[src/rtl/irq_ctrl.sv]
// Priority interrupt controller: MASK/PEND/EDGE registers feeding a REQ/SERVICE handshake with the PC.
// irq is raised one cycle after a qualifying cycle; the request holds through stall and is never preempted.
module irq_ctrl (
  input  logic        clk,
  input  logic        reset,
  input  logic [7:0]  irq_src,
  input  logic [31:0] ia,
  input  logic        stall,
  input  logic        wr_en,
  input  logic [1:0]  wr_addr,
  input  logic [31:0] wr_data,
  input  logic [1:0]  rd_addr,
  output logic [31:0] rd_data,
  output logic        irq,
  output logic [2:0]  irq_id,
  output logic        in_service
);

  typedef enum logic [1:0] {
    IDLE    = 2'd0,
    REQ     = 2'd1,
    SERVICE = 2'd2
  } state_t;

  localparam logic [31:0] VECTOR = 32'h8000_0008;

  state_t     state, state_nxt;
  logic [2:0] id_nxt;
  logic [2:0] win;
  logic [7:0] mask_r, edge_r, pend_edge, src_q;
  logic [7:0] src_rise, pend_clr, pend, active;
  logic       unused_bits;

  assign unused_bits = ^wr_data[31:8];

  assign src_rise = irq_src & ~src_q;
  assign pend_clr = (wr_en && wr_addr == 2'd1) ? wr_data[7:0] : 8'h00;
  // Level-mode bits mirror the sampled source; only edge-mode bits hold sticky state.
  assign pend     = (edge_r & pend_edge) | (~edge_r & src_q);
  assign active   = pend & mask_r;

  always_ff @(posedge clk or posedge reset) begin
    if (reset) begin
      src_q     <= 8'h00;
      mask_r    <= 8'h00;
      edge_r    <= 8'h00;
      pend_edge <= 8'h00;
      state     <= IDLE;
      irq_id    <= 3'd0;
    end else begin
      src_q <= irq_src;
      if (wr_en && wr_addr == 2'd0) mask_r <= wr_data[7:0];
      if (wr_en && wr_addr == 2'd2) edge_r <= wr_data[7:0];
      // A rising edge beats a same-cycle software clear.
      pend_edge <= edge_r & (src_rise | (pend_edge & ~pend_clr));
      state     <= state_nxt;
      irq_id    <= id_nxt;
    end
  end

  always_comb begin
    win = 3'd0;
    for (int i = 7; i >= 0; i--) begin
      if (active[i]) win = 3'(i);
    end
  end

  always_comb begin
    state_nxt = state;
    id_nxt    = irq_id;
    case (state)
      IDLE: begin
        if (active != 8'h00 && !ia[31]) begin
          state_nxt = REQ;
          id_nxt    = win;
        end
      end
      REQ: begin
        if (ia == VECTOR)          state_nxt = SERVICE;
        else if (stall)            state_nxt = REQ;
        else if (!active[irq_id])  state_nxt = IDLE;
        else if (ia[31])           state_nxt = IDLE;
      end
      SERVICE: begin
        if (!ia[31]) state_nxt = IDLE;
      end
      default: state_nxt = IDLE;
    endcase
  end

  assign irq        = (state == REQ);
  assign in_service = (state == SERVICE);

  always_comb begin
    rd_data = 32'h0;
    case (rd_addr)
      2'd0: rd_data = {24'h0, mask_r};
      2'd1: rd_data = {24'h0, pend};
      2'd2: rd_data = {24'h0, edge_r};
      2'd3: rd_data = {26'h0, state, in_service, irq_id};
      default: rd_data = 32'h0;
    endcase
  end

endmodule

[config.mk]
export PLATFORM = sky130hd
export DESIGN_NAME = irq_ctrl
export DESIGN_NICKNAME = d
export VERILOG_FILES = /design/src/rtl/irq_ctrl.sv
export SDC_FILE = /design/constraint.sdc
export NUM_CORES = 1
export LEC_CHECK = 0
export CORE_ASPECT_RATIO = 1.5
export CORE_MARGIN = 2
export CORE_UTILIZATION = 39
export DETAILED_ROUTE_END_ITERATION = 7
export PLACE_DENSITY_LB_ADDON = 0.25
export SLEW_MARGIN = 20
export SYNTH_ARGS = -nofsm -noshare
export SYNTH_HDL_FRONTEND = slang
export SYNTH_SLANG_ARGS = --single-unit
[constraint.sdc]
create_clock -name clk -period 1.9 [get_ports clk]
set_clock_uncertainty 0.1 [all_clocks]
set_input_delay 0.19 -clock clk [delete_from_list [all_inputs] [get_ports clk]]
set_output_delay 0.19 -clock clk [all_outputs]
set_load 0.05 [all_outputs]
==> qor.txt <==
Area added between synthesis and finish: 41.6%
Critical path type: flop to output port
Worst Path Required: 1610 ps
Overflow after GRT: 0
#FFs+latches synth: 37
GPL Wtd Cong: 0.765
Most frequent cells in the layout: 53 x clkdlybuf4s50_1, 37 x dfrtp_1, 24 x conb_1
Clock network fraction of total power: 18.0%
Reg clk slew, reported paths: 70 ps
Peak VDD IR: 0.492 mV
Die ar.: 0.00624 mm²
Switching share of power: 39.5%
Hold-fix buffers, CTS: 0
Final core utilization: 56.9%
Number of buffers created by CTS: 5
Layout cells sized above 1: 27.7%
Fin. Hold Viols: 0
Total net switching power: 1.17 mW
Via count: 1777
Failing checks: negative setup slack
LEAKAGE: 1.34 nW
CP Data Arrival Time: 1670 ps
Initial antenna violation count: 0
Reg-to-reg endpoint: state[0]
Startpoint types: flop
IO Pins: 117
Drt total wl: 4990 µm
Fin crit share: 103%
Vias per std cell: 5.01
Synth cell types: 44
Post-Layout Cell Count: 355
FFs w/ async S/R, synth: 100%
Vias in the first global route: 1858
Post-synth EDFFs: 0
DR pass1 iterations: 4
Total track usage: 17.0%
Fill count: 518
Sequential fraction of design power: 36.7%
Synth area leader: dfrtp_1
Post-synthesis cell area: 0.00219 mm²
FF-to-FF path depth: 6
Input/output buffers: 68
# diodes: 0
Post-Synthesis Cells: 196
WL/cell: 14.1 µm
Clk root buf: clkbuf_8
Final nets: 364
Global-route wire length before repair: 8190 µm
CP endpoint kind: output port
Worst-path fanout max: 3
CP peak stage delay: 490 ps
Residual DRC: 0
Final max-slew violation count: 0
R2r setup slk: 40 ps
Detailed Place HPWL: 3800 µm
Internal power: 1.79 mW
Reg2reg start: edge_r[1]
H-tree levels: 2
Share of the synthesized area in the top cell type: 42.3%
Clock latency on the worst-skew pair: 280 ps
Max cap viols: 0
DR iter-0 viols: 30
Core area: 0.00545 mm²
Post-route minimum period: 1960 ps
Num Clock Sinks: 37
Tightest Hold Check Type: primary input to asynchronous set/reset pin
Clk buf depth: 2
Die X: 65.2 µm
Synth warn: 0
Average cell area after synthesis: 11.2 µm²
Part of the power in combinational logic: 45.3%
Cell Chain, Critical Path: mux2_4, mux4_2, buf_6
Row cnt: 33
Die height: 95.7 µm
Final setup margin: -56.0 ps
RSZ-0062 raised after global routing: yes
Prevailing post-synth register cell: dfrtp_1
Post-route ant nets: 0
Largest cells by area after synthesis: dfrtp_1 42%, buf_4 8.2%, mux2_2 8.2%
Commonest non-fill, non-tap cell in the layout: clkdlybuf4s50_1
Pwr/cell area: 955 mW/mm²
Largest net degree at the start of global routing: 38
CTS tree: built
Post-synthesis sequential area ratio: 42.3%
Status: finished with violations
Final setup vio count: 6
Cells after DPL: 337
Initial Util: 40.2%
F_max: 511 MHz
Worst path slowest cell: mux4_2
power by group through the flow:
stage | clock network, mW | logic [mW] | registers [mW]
finish | 0.532 | 1.34 | 1.09
global route | 0.589 | 1.44 | 1.11
CTS | 0.548 | 1.34 | 1.08
detailed placement | 0 | 1.24 | 1.11
global placement | 0 | 1.23 | 1.11
floorplan | 0 | 0.826 | 1.15
metal layers:
metal | routed length [µm] | GRT usage [%] | vias to the layer above
met1 | 1810 | 17.9 | 853
met5 | 0 | 0 | -
met4 | 60 | 7.47 | 0
met3 | 420 | 3.98 | 4
li1 | - | - | 843
met2 | 2700 | 31.7 | 77
worst max path at each step:
stage | startpoint | slack (ps) | endpoint | cells after the start
detailed placement | rd_addr[1] | -20 | rd_data[4] | 3
global route | edge_r[4] | -100 | rd_data[4] | 3
global placement | rd_addr[1] | -20 | rd_data[4] | 3
CTS | edge_r[3] | -60 | rd_data[3] | 3
finish | edge_r[4] | -60 | rd_data[4] | 3
floorplan | irq_id[0] | 110 | state[0] | 4
synth_stat cells (2+ instances only):
library cell and n:
mux2_2 16, inv_1 3, o211ai_1 3, o22ai_1 2, mux2i_1 2, nor2_1 4, nor3_1 2, nand2_2 6
nand4_1 3, a21oi_1 10, mux2_4 7, nor4_1 6, nor4b_1 3, dfrtp_1 37, nand2b_1 2, nand3_1 2
o21ai_0 2, nand2_1 13, mux4_2 6, clkbuf_1 3, buf_4 24, nor2b_1 18
kinds of logic (layout without fill, tap and decap cells):
family / count (synthesis) / after routing / share of synthesized area, %
simple gates: 68 / 68 / 19.2
mux: 31 / 31 / 20.1
flops: 37 / 37 / 42.3
other cells: 1 / 24 / 0.171
compound gates: 28 / 28 / 8.75
buf+inv: 31 / 97 / 9.43
sequential cells by signal, summed over array words and instances (netlist names):
register,count
mask_r,8
src_q,8
pend_edge,8
irq_id,3
state,2
edge_r,8
area by class of cell:
type	count	area, µm²	share of cell area (%)
sequential	37	926	29.9
inverter	3	11.3	0.363
clock buffer	5	68.8	2.22
multi-input combinational	151	1140	36.9
clock inverter	3	17.5	0.565
timing repair buffer	86	843	27.2
tap	70	87.6	2.83
timing repair:
| action | in CTS | in global routing |
|---|---|---|
| endpoints found under the hold margin | 0 | 0 |
| resized for setup | 8 | 2 |
| setup buffers | 8 | 2 |
| pin swaps | 0 | 0 |
| endpoints found under the setup margin | 6 | 9 |
per-stage QoR:
stage | area (µm²) | total power [mW] | setup WS, ps | setup TNS [ps] | hold slack, ps
floorplan | 2280 | 1.97 | 111 | 0 | 121
global placement | 2900 | 2.34 | -24.0 | -55.5 | 421
detailed placement | 2900 | 2.35 | -22.0 | -57.7 | 426
CTS | 3080 | 2.97 | -64.4 | -327 | 238
global route | 3100 | 3.13 | -97.4 | -513 | 258
finish | 3100 | 2.96 | -56.0 | -261 | 211
critical path, delay by kind of cell (launching register included):
family	cells	cell delay (ps)
flops	1	400
buf+inv	1	170
mux	2	810
No activity file was read; power rests on OpenSTA's default activity.
